[config.mk]
export PLATFORM = sky130hd
export DESIGN_NAME = neuron_seq_ctrl
export DESIGN_NICKNAME = d
export VERILOG_FILES = /design/src/rtl/neuron_pkg.sv /design/src/rtl/neuron_mac.sv /design/src/rtl/neuron_seq_ctrl.sv
export SDC_FILE = /design/constraint.sdc
export NUM_CORES = 1
export LEC_CHECK = 0
export CORE_UTILIZATION = 60
export CTS_CLUSTER_DIAMETER = 80
export CTS_CLUSTER_SIZE = 40
export DETAILED_ROUTE_END_ITERATION = 7
export GPL_ROUTABILITY_DRIVEN = 0
export PLACE_DENSITY = 0.85
export SLEW_MARGIN = 20
export SYNTH_ARGS = -nofsm -noshare
export SYNTH_HDL_FRONTEND = slang
export SYNTH_HIERARCHICAL = 1
export SYNTH_SLANG_ARGS = --single-unit
[constraint.sdc]
create_clock -name clk -period 9.7 [get_ports clk]
set_input_delay 2.425 -clock clk [delete_from_list [all_inputs] [get_ports clk]]
set_output_delay 2.425 -clock clk [all_outputs]
set_load 0.01 [all_outputs]
[src/rtl/neuron_pkg.sv]
// Shared definitions for the neuron sequencer: opcodes, FSM states, output clamp.
package neuron_pkg;

  localparam logic [1:0] OP_WR_IN = 2'b00;
  localparam logic [1:0] OP_WR_W  = 2'b01;
  localparam logic [1:0] OP_START = 2'b10;
  localparam logic [1:0] OP_CLEAR = 2'b11;

  // Width used to hand a shifted accumulator to the clamp; ACC_W must not exceed it.
  localparam int CLAMP_W = 64;

  typedef enum logic [1:0] {
    IDLE    = 2'd0,
    ARG     = 2'd1,
    COMPUTE = 2'd2,
    FINISH  = 2'd3
  } state_t;

  // ReLU plus saturation to an unsigned byte.
  function automatic logic [7:0] clamp_u8(input logic signed [CLAMP_W-1:0] s);
    if (s < 0) begin
      return 8'd0;
    end else if (s > 64'sd255) begin
      return 8'hFF;
    end else begin
      return s[7:0];
    end
  endfunction

endpackage

[src/rtl/neuron_mac.sv]
// Registered signed multiply-accumulate: unsigned 8-bit x times signed 8-bit w.
module neuron_mac #(
  parameter int ACC_W = 20
) (
  input  logic                    clk,
  input  logic                    rst,
  input  logic                    clr,
  input  logic                    en,
  input  logic [7:0]              x,
  input  logic signed [7:0]       w,
  output logic signed [ACC_W-1:0] acc
);

  logic signed [16:0]      prod;
  logic signed [ACC_W-1:0] acc_d;
  logic signed [ACC_W-1:0] acc_q;

  // Product is 17-bit signed: x is zero-extended to 9 bits before the multiply.
  always_comb begin
    prod  = 17'($signed({1'b0, x})) * 17'(w);
    acc_d = acc_q;
    if (clr) begin
      acc_d = '0;
    end else if (en) begin
      acc_d = acc_q + ACC_W'(prod);
    end
  end

  // Accumulator register.
  always_ff @(posedge clk or posedge rst) begin
    if (rst) begin
      acc_q <= '0;
    end else begin
      acc_q <= acc_d;
    end
  end

  assign acc = acc_q;

endmodule

[src/rtl/neuron_seq_ctrl.sv]
// Command decoder and MAC sequencer between the SPI byte receiver and the neuron datapath.
// rx handshake: a byte is taken in any cycle rx_valid is high (no back-pressure);
// while busy the byte is discarded and frame_err strobes in that same cycle.
module neuron_seq_ctrl
  import neuron_pkg::*;
#(
  parameter int NUM_INPUTS = 4,
  parameter int ACC_W      = 20,
  parameter int OUT_SHIFT  = 4
) (
  input  logic       clk,
  input  logic       rst,
  input  logic [7:0] rx_data,
  input  logic       rx_valid,
  output logic       busy,
  output logic [7:0] neuronout,
  output logic       result_valid,
  output logic       frame_err
);

  // Counter must be able to hold NUM_INPUTS after the final increment.
  localparam int CNT_W = $clog2(NUM_INPUTS + 1);

  state_t                  state_q, state_d;
  logic [1:0]              op_q, op_d;
  logic [5:0]              idx_q, idx_d;
  logic                    entry_q, entry_d;
  logic [CNT_W-1:0]        cnt_q, cnt_d;
  logic [7:0]              x_q [NUM_INPUTS];
  logic [7:0]              x_d [NUM_INPUTS];
  logic signed [7:0]       w_q [NUM_INPUTS];
  logic signed [7:0]       w_d [NUM_INPUTS];
  logic [7:0]              out_q, out_d;
  logic                    rv_q, rv_d;

  logic                    mac_clr;
  logic                    mac_en;
  logic [7:0]              mac_x;
  logic signed [7:0]       mac_w;
  logic signed [ACC_W-1:0] acc;

  neuron_mac #(.ACC_W(ACC_W)) u_mac (
    .clk (clk),
    .rst (rst),
    .clr (mac_clr),
    .en  (mac_en),
    .x   (mac_x),
    .w   (mac_w),
    .acc (acc)
  );

  // Select the operand pair addressed by the compute counter.
  always_comb begin
    mac_x = '0;
    mac_w = '0;
    for (int i = 0; i < NUM_INPUTS; i++) begin
      if (cnt_q == CNT_W'(i)) begin
        mac_x = x_q[i];
        mac_w = w_q[i];
      end
    end
  end

  // Next-state, operand writes, MAC control and result capture.
  always_comb begin
    state_d   = state_q;
    op_d      = op_q;
    idx_d     = idx_q;
    entry_d   = 1'b0;
    cnt_d     = cnt_q;
    x_d       = x_q;
    w_d       = w_q;
    out_d     = out_q;
    rv_d      = 1'b0;
    mac_clr   = 1'b0;
    mac_en    = 1'b0;
    frame_err = 1'b0;
    unique case (state_q)
      IDLE: begin
        if (rx_valid) begin
          op_d  = rx_data[7:6];
          idx_d = rx_data[5:0];
          case (rx_data[7:6])
            OP_WR_IN, OP_WR_W: begin
              state_d = ARG;
              if ({1'b0, rx_data[5:0]} >= 7'(NUM_INPUTS)) begin
                frame_err = 1'b1;
              end
            end
            OP_START: begin
              state_d = COMPUTE;
              entry_d = 1'b1;
            end
            OP_CLEAR: begin
              x_d = '{default: '0};
              w_d = '{default: '0};
            end
          endcase
        end
      end
      ARG: begin
        // An out-of-range index matches no slot, so the operand is simply consumed.
        if (rx_valid) begin
          for (int i = 0; i < NUM_INPUTS; i++) begin
            if ({1'b0, idx_q} == 7'(i)) begin
              if (op_q == OP_WR_IN) begin
                x_d[i] = rx_data;
              end else begin
                w_d[i] = rx_data;
              end
            end
          end
          state_d = IDLE;
        end
      end
      COMPUTE: begin
        frame_err = rx_valid;
        if (entry_q) begin
          mac_clr = 1'b1;
          cnt_d   = '0;
        end else begin
          mac_en = 1'b1;
          cnt_d  = cnt_q + 1'b1;
          if (cnt_q == CNT_W'(NUM_INPUTS - 1)) begin
            state_d = FINISH;
          end
        end
      end
      FINISH: begin
        frame_err = rx_valid;
        out_d     = clamp_u8(CLAMP_W'(acc >>> OUT_SHIFT));
        rv_d      = 1'b1;
        state_d   = IDLE;
      end
    endcase
  end

  // State, operand file and output registers.
  always_ff @(posedge clk or posedge rst) begin
    if (rst) begin
      state_q <= IDLE;
      op_q    <= '0;
      idx_q   <= '0;
      entry_q <= 1'b0;
      cnt_q   <= '0;
      x_q     <= '{default: '0};
      w_q     <= '{default: '0};
      out_q   <= '0;
      rv_q    <= 1'b0;
    end else begin
      state_q <= state_d;
      op_q    <= op_d;
      idx_q   <= idx_d;
      entry_q <= entry_d;
      cnt_q   <= cnt_d;
      x_q     <= x_d;
      w_q     <= w_d;
      out_q   <= out_d;
      rv_q    <= rv_d;
    end
  end

  assign busy         = (state_q == COMPUTE) || (state_q == FINISH);
  assign neuronout    = out_q;
  assign result_valid = rv_q;

endmodule
==> results of run 1 <==
[registers in the layout (all words and copies together) (netlist names)]
signal        count
entry_q           1
op_q              2
u_mac/acc        20
x_q              32
w_q              32
state_q           2
idx_q             6
cnt_q             3
result_valid      1
neuronout         8
[per-stage QoR]
stage               cell area (um^2)  instances  power (mW)  setup WS (ps)  utilization, %
global placement                8130        933        1.21           2870            64.1
finish                          8470        949        1.68           2460            66.9
detailed placement              8130        933        1.25           2500            64.1
global route                    8470        949        1.78           2110            66.9
floorplan                       7810        766        1.07           3530               -
CTS                             8470        949        1.68           2490            66.9
[worst register-to-register path, cell delays in order, from the launching register on]
cell and delay [ps]:
dfrtp_1 420, ha_1 210, ha_1 410, nor2_1 860, a22o_1 660, nand2b_1 180, fa_1 530, fa_1 550
inv_1 60, fa_1 510, fa_1 510, fa_1 400, ha_1 360, a21o_1 240, a31oi_2 240, and2_4 200
o2111ai_1 140, and3_1 180, o21a_1 190, mux2_4 290
[power by group through the flow]
stage	sequential (mW)	combinational, mW	clock (mW)
floorplan	0.568	0.499	0
global placement	0.591	0.622	0
detailed placement	0.597	0.654	0
CTS	0.590	0.669	0.424
global route	0.598	0.739	0.438
finish	0.589	0.671	0.416
[cells in the mapped netlist (all sizes together) (3+ instances only)]
master,count
buf,8
nand2,94
o21ai,31
a211oi,3
o2bb2ai,64
ha,65
nor2b,10
nand2b,7
clkbuf,20
a21o,8
xnor2,12
dfrtp,107
nor2,45
o21a,3
mux2,27
nor3,5
fa,51
and2,28
mux2i,14
inv,82
o31ai,11
nand4,3
a21oi,16
nor4,5
a22o,16
nand3,6
[final cells by class]
cell class                      count  area share, %
Timing Repair Buffer               24           2.79
Tap cell                          172           2.54
Clock inverter                      7           1.40
Sequential cell                   107           31.6
Multi-Input combinational cell    548           55.4
Inverter                           82           3.65
Clock buffer                        9           2.66
[logic make-up (layout without fill, tap and decap cells)]
family          after synthesis  in the layout  share of synthesized area, %
compound gates              164            164                          16.1
flops                       107            107                          34.3
mux                          41             41                          5.73
fa+ha+maj                   116            116                          23.5
xor+xnor                     14             14                          1.57
buf+inv                     111            122                          5.75
simple gates                213            213                          13.1
[how the worst max path moves through the flow]
stage,to,slack (ps),depth (start not counted)
2_1_floorplan,u_mac/acc[19],3530,22
3_3_place_gp,u_mac/acc[19],2870,19
3_5_place_dp,u_mac/acc[19],2500,19
4_1_cts,u_mac/acc[19],2490,19
5_1_grt,u_mac/acc[19],2110,19
6_report,u_mac/acc[19],2460,19
[metal layers]
metal,up-vias,track usage [%],share of wire (%)
met1,2981,36.9,43
met3,41,4.72,4.5
li1,2654,-,-
met5,-,0,0
met4,0,10.4,2.5
met2,204,51.1,50
==> out/results.tsv, run 1 <==
stage	metric	value	unit
clocking	cts_buffer_depth	2	
global_routing	grtUsageTotal	29.2	%
pwr	p_sw	0.694	mW
critical_path	start_kind	flip-flop	
detailed_routing	postRouteAntennaNets	0	
job	max-cap-violations	0	
place	detailed_place_hpwl	13.3	mm
worst_hold_path	hp-class	flip-flop to flip-flop	
global_routing	first_global_vias	6059	
critical_path	critPathMaxFanout	18	
layout	diodes	0	
critical_path	cp_top_family	adder cells	
critical_path	critPathMaxStageDelay	860	ps
layout	layout_commonest_cell	dfrtp_1	
clocking	postCtsSetupRepairBufs	0	
pwr	swShare	41.4	%
timing	tightestPinTransition	994	ps
timing	setup_viol	0	
synthesis	yosysTopAreaCell	dfrtp_1	
timing	drv_slew	0	
layout	area_delta_synth_final	8.45	%
timing	fin_setup_tns	0	ps
synthesis	synth_enable_flop_cells	0	
synthesis	synth-seq-cells	107	
die	dieArea	13500	um^2
synthesis	syn_avg_cell_area	10.2	um^2
worst_hold_path	min_from	neuronout[5]	
die	start_util	61.7	%
clocking	clk_latency	360	ps
synthesis	synthArstFlopShare	100	%
timing	fin_skew	14.9	ps
layout	multiInputGateArea	4690	um^2
detailed_routing	post_drt_wl_per_cell	19.0	um
synthesis	synth_area	7810	um^2
pwr	power.leakage	4.13	nW
critical_path	path_cells	ha_1 > ha_1 > nor2_1 > a22o_1 > nand2b_1 > fa_1 > fa_1 > inv_1 > fa_1 > fa_1 > fa_1 > ha_1 > a21o_1 > a31oi_2 > and2_4 > o2111ai_1 > and3_1 > o21a_1 > mux2_4	
clocking	cts.sinks	107	
detailed_routing	drc	0	
layout	final_cell_mix	dfrtp_1 (107), nand2_1 (93), inv_1 (81), ha_1 (65), o2bb2ai_1 (64)	
global_routing	grt_pass1_wl	29.9	mm
synthesis	synth_cell_types	64	
timing	slew_headroom	33.5	%
synthesis	yosysTopAreaCellShare	34.3	%
critical_path	critPathRequiredTime	9950	ps
critical_path	crit_type	flip-flop to flip-flop	
critical_path	critical_path.startpoint	cnt_q[1]	
global_routing	grt_max_degree	88	
timing	rsz0062_at_grt	false	
pwr	seqPwrFrac	35.2	%
detailed_routing	via_count	5880	
clocking	cts_tree	done	
clocking	post_cts_resized	0	
synthesis	ys_seq_area_share	34.3	%
timing	post-route-period-util	74.6	%
die	die_w	116	um
synthesis	syn_inst	766	
critical_path	crit_arrival	7480	ps
place	portBuffers	21	
clocking	cts_hold_buf	0	
layout	drive_above_1_share	8.37	%
clocking	numCtsBuffers	9	
die	fp-row-count	41	
clocking	cts-htree-levels	3	
pwr	ir_worst_vdd	0.000223	V
critical_path	crit_path_end_kind	flip-flop	
critical_path	slowest_stage	nor2_1	
die	dieHeight	116	um
timing	hold_ws	495	ps
run_status	status	complete, no violations	
layout	fillers	942	
timing	fin_crit	7240	ps
synthesis	synth-warning-count	6	
critical_path	cpMostUsedCell	fa_1	
pwr	power.density	198	nW/um^2
global_routing	overflow	0	
pwr	power_frac_clock	24.8	%
layout	seq_area	2680	um^2
pwr	combinationalPowerShare	40.0	%
die	pin_count	22	
critical_path	reg2regPathDepth	19	
critical_path	critPathBufInv	1	
timing	hold_violations	0	
global_routing	antenna_found_initial	0	
worst_hold_path	hold_end	neuronout[5]	
synthesis	ys.flop_type	dfrtp_1	
detailed_routing	dr.pass1.iters	5	
detailed_routing	first_iter_violations	441	
synthesis	ys_top_cells_by_area	dfrtp_1 (34%), fa_1 (13%), ha_1 (10%)	
critical_path	rr_startpoint	cnt_q[1]	
detailed_routing	drt-vias-per-instance	6.20	
layout	nets	899	
detailed_routing	routed_wl	18.0	mm
worst_hold_path	min_path_cells	2	
critical_path	reg2reg_slack	2460	ps
clocking	clk_pin_slew_worst_paths	80	ps
clocking	clk_root_buffer_cell	clkbuf_16	
timing	fmax	0.138	GHz
pwr	internal_power	0.983	mW
critical_path	r2r_end	u_mac/acc[19]	
synthesis	synth_nets	893	
die	core_area	12700	um^2
Power figures use the tool's default switching activity.
==> run 2: changes to the inputs <==
==> constraint.sdc (replaced) <==
create_clock -name clk -period 6.7 [get_ports clk]
set_input_delay 1.675 -clock clk [delete_from_list [all_inputs] [get_ports clk]]
set_output_delay 1.675 -clock clk [all_outputs]
set_load 0.01 [all_outputs]
==> run 2 against run 1 <==
Critical path type unchanged. Clock-buffer cell count stayed put. Design area is 0.18% higher. Clock skew is 9.3 ps lower. Largest cell class unchanged. Sequential power is 46% higher. Register-to-register slack worse by 2100 ps. Maximum frequency is 14% higher. Wire length is 1.3% lower.
==> out/results.tsv, run 2 (synthesis results as in run 1) <==
stage	metric	value	unit
clocking	clk_root_buffer_cell	clkbuf_16	
clocking	cts_buffer_depth	2	
pwr	combinationalPowerShare	41.6	%
detailed_routing	drc	0	
critical_path	rr_startpoint	cnt_q[0]	
timing	rsz0062_at_grt	false	
pwr	internal_power	1.37	mW
critical_path	critPathMaxStageDelay	580	ps
pwr	swShare	41.8	%
job	max-cap-violations	0	
pwr	finalPower	2.36	mW
pwr	power.leakage	4.12	nW
critical_path	cpMostUsedCell	fa_1	
global_routing	grt_max_degree	88	
critical_path	critPathMaxFanout	16	
layout	final_util	67.0	%
layout	nets	904	
clocking	cts_hold_buf	0	
timing	post-route-period-util	94.9	%
timing	fin_setup_tns	0	ps
layout	fillers	941	
critical_path	crit_path_end_kind	flip-flop	
critical_path	reg2reg_slack	340	ps
worst_hold_path	hp-class	flip-flop to flip-flop	
critical_path	path_cells	inv_1 > ha_4 > nand2_1 > o21ai_0 > mux2_2 > a22o_1 > nand2_1 > fa_1 > fa_1 > inv_1 > fa_1 > fa_1 > fa_1 > ha_1 > nand4_1 > a21o_1 > and2_4 > o2111ai_1 > and3_1 > o21a_1 > mux2_4	
critical_path	start_kind	flip-flop	
layout	multiInputGateArea	4730	um^2
layout	seq_area	2680	um^2
layout	area_delta_synth_final	8.65	%
die	fp-row-count	41	
detailed_routing	drt-vias-per-instance	6.07	
pwr	power.density	278	nW/um^2
critical_path	critical_path.startpoint	cnt_q[0]	
clocking	cts_tree	done	
timing	slew_headroom	40.9	%
place	portBuffers	21	
pwr	power_frac_clock	22.1	%
layout	drive_above_1_share	9.35	%
detailed_routing	via_count	5781	
timing	hold_violations	0	
die	core_area	12700	um^2
detailed_routing	dr.pass1.iters	7	
detailed_routing	post_drt_wl_per_cell	18.7	um
timing	fin_skew	5.51	ps
critical_path	slowest_stage	fa_1	
critical_path	reg2regPathDepth	21	
detailed_routing	postRouteAntennaNets	0	
global_routing	grtUsageTotal	28.9	%
die	pin_count	22	
run_status	status	complete, no violations	
critical_path	critPathRequiredTime	6950	ps
clocking	numCtsBuffers	9	
clocking	clk_latency	360	ps
detailed_routing	routed_wl	17.8	mm
place	detailed_place_hpwl	13.1	mm
global_routing	first_global_vias	6188	
global_routing	grt_pass1_wl	29.8	mm
timing	tightestPinTransition	886	ps
clocking	postCtsSetupRepairBufs	0	
global_routing	overflow	0	
die	die_w	116	um
critical_path	r2r_end	u_mac/acc[19]	
critical_path	critPathCapture	u_mac/acc[19]	
detailed_routing	first_iter_violations	421	
die	dieHeight	116	um
critical_path	critPathBufInv	2	
die	dieArea	13500	um^2
die	start_util	61.7	%
critical_path	crit_type	flip-flop to flip-flop	
clocking	cts-htree-levels	3	
timing	drv_slew	0	
pwr	ir_worst_vdd	0.000259	V
layout	final_cell_mix	dfrtp_1 (107), nand2_1 (93), inv_1 (81), o2bb2ai_1 (64), ha_1 (62)	
layout	diodes	0	
clocking	cts.sinks	107	
critical_path	cp_top_family	adder cells	
pwr	seqPwrFrac	36.4	%
layout	layout_commonest_cell	dfrtp_1	
critical_path	crit_arrival	6610	ps
pwr	p_sw	0.986	mW
timing	fmax	0.157	GHz
timing	setup_viol	0	
timing	fin_crit	6360	ps
critical_path	cp.depth	21	
global_routing	antenna_found_initial	0	
clocking	clk_pin_slew_worst_paths	70	ps
[run 2: final cells by class]
class / instances / area share, %
clock buffer: 9 / 2.65
clock inverter: 6 / 0.678
inverter: 82 / 3.64
multi-input combinational: 548 / 55.7
sequential: 107 / 31.5
tap: 172 / 2.53
timing repair buffer: 29 / 3.23
[run 2: repair_timing]
action / in CTS / in global routing
resized for setup: 0 / 7
endpoints found under the setup margin: 0 / 8
endpoints found under the hold margin: 0 / 0
[run 2: through the flow]
stage,hold WS [ps],std cells,instance area (um^2),setup slack [ps]
after CTS,488,953,8450,105
after global routing,502,953,8490,66.4
final,484,953,8490,338
after global placement,464,938,8160,318
after detailed placement,469,938,8160,158
after floorplan,451,766,7810,527
[run 2: worst min-delay path, delay by kind of cell, from the launching register on]
| kind | cells | cell delay [ps] |
|---|---|---|
| flops | 1 | 350 |
| simple gates | 1 | 50 |
| compound gates | 1 | 50 |
[run 2: worst min-delay path by stage]
stage | start | end | slack (ps) | depth (start not counted)
after global routing | w_q[23] | w_q[23] | 500 | 1
after global placement | neuronout[0] | neuronout[0] | 460 | 2
final | neuronout[0] | neuronout[0] | 480 | 2
after detailed placement | x_q[12] | x_q[12] | 470 | 1
after floorplan | w_q[10] | w_q[10] | 450 | 1
after CTS | w_q[13] | w_q[13] | 490 | 1
[run 2: routing by layer]
metal	vias to the layer above	track usage [%]	part of all wire (%)
met4	0	11.3	2.9
met5	-	0	0
met3	41	5.09	4.7
li1	2656	-	-
met2	209	51.4	51
met1	2875	35.1	42
[run 2: power by group through the flow]
stage	Sequential, mW	Combinational, mW	Clock (mW)
final	0.857	0.980	0.520
after global routing	0.869	1.09	0.552
after CTS	0.852	0.954	0.529
after detailed placement	0.862	0.948	0
after global placement	0.856	0.903	0
after floorplan	0.823	0.723	0
==> run 3: changes to the inputs <==
--- a/config.mk
+++ b/config.mk
@@ -5,6 +5,7 @@
 export SDC_FILE = /design/constraint.sdc
 export NUM_CORES = 1
 export LEC_CHECK = 0
+export CAP_MARGIN = 20
 export CORE_UTILIZATION = 60
 export CTS_CLUSTER_DIAMETER = 80
 export CTS_CLUSTER_SIZE = 40
==> results of run 3 <==
Final layout, timing and power as in run 2 (identical DEF).
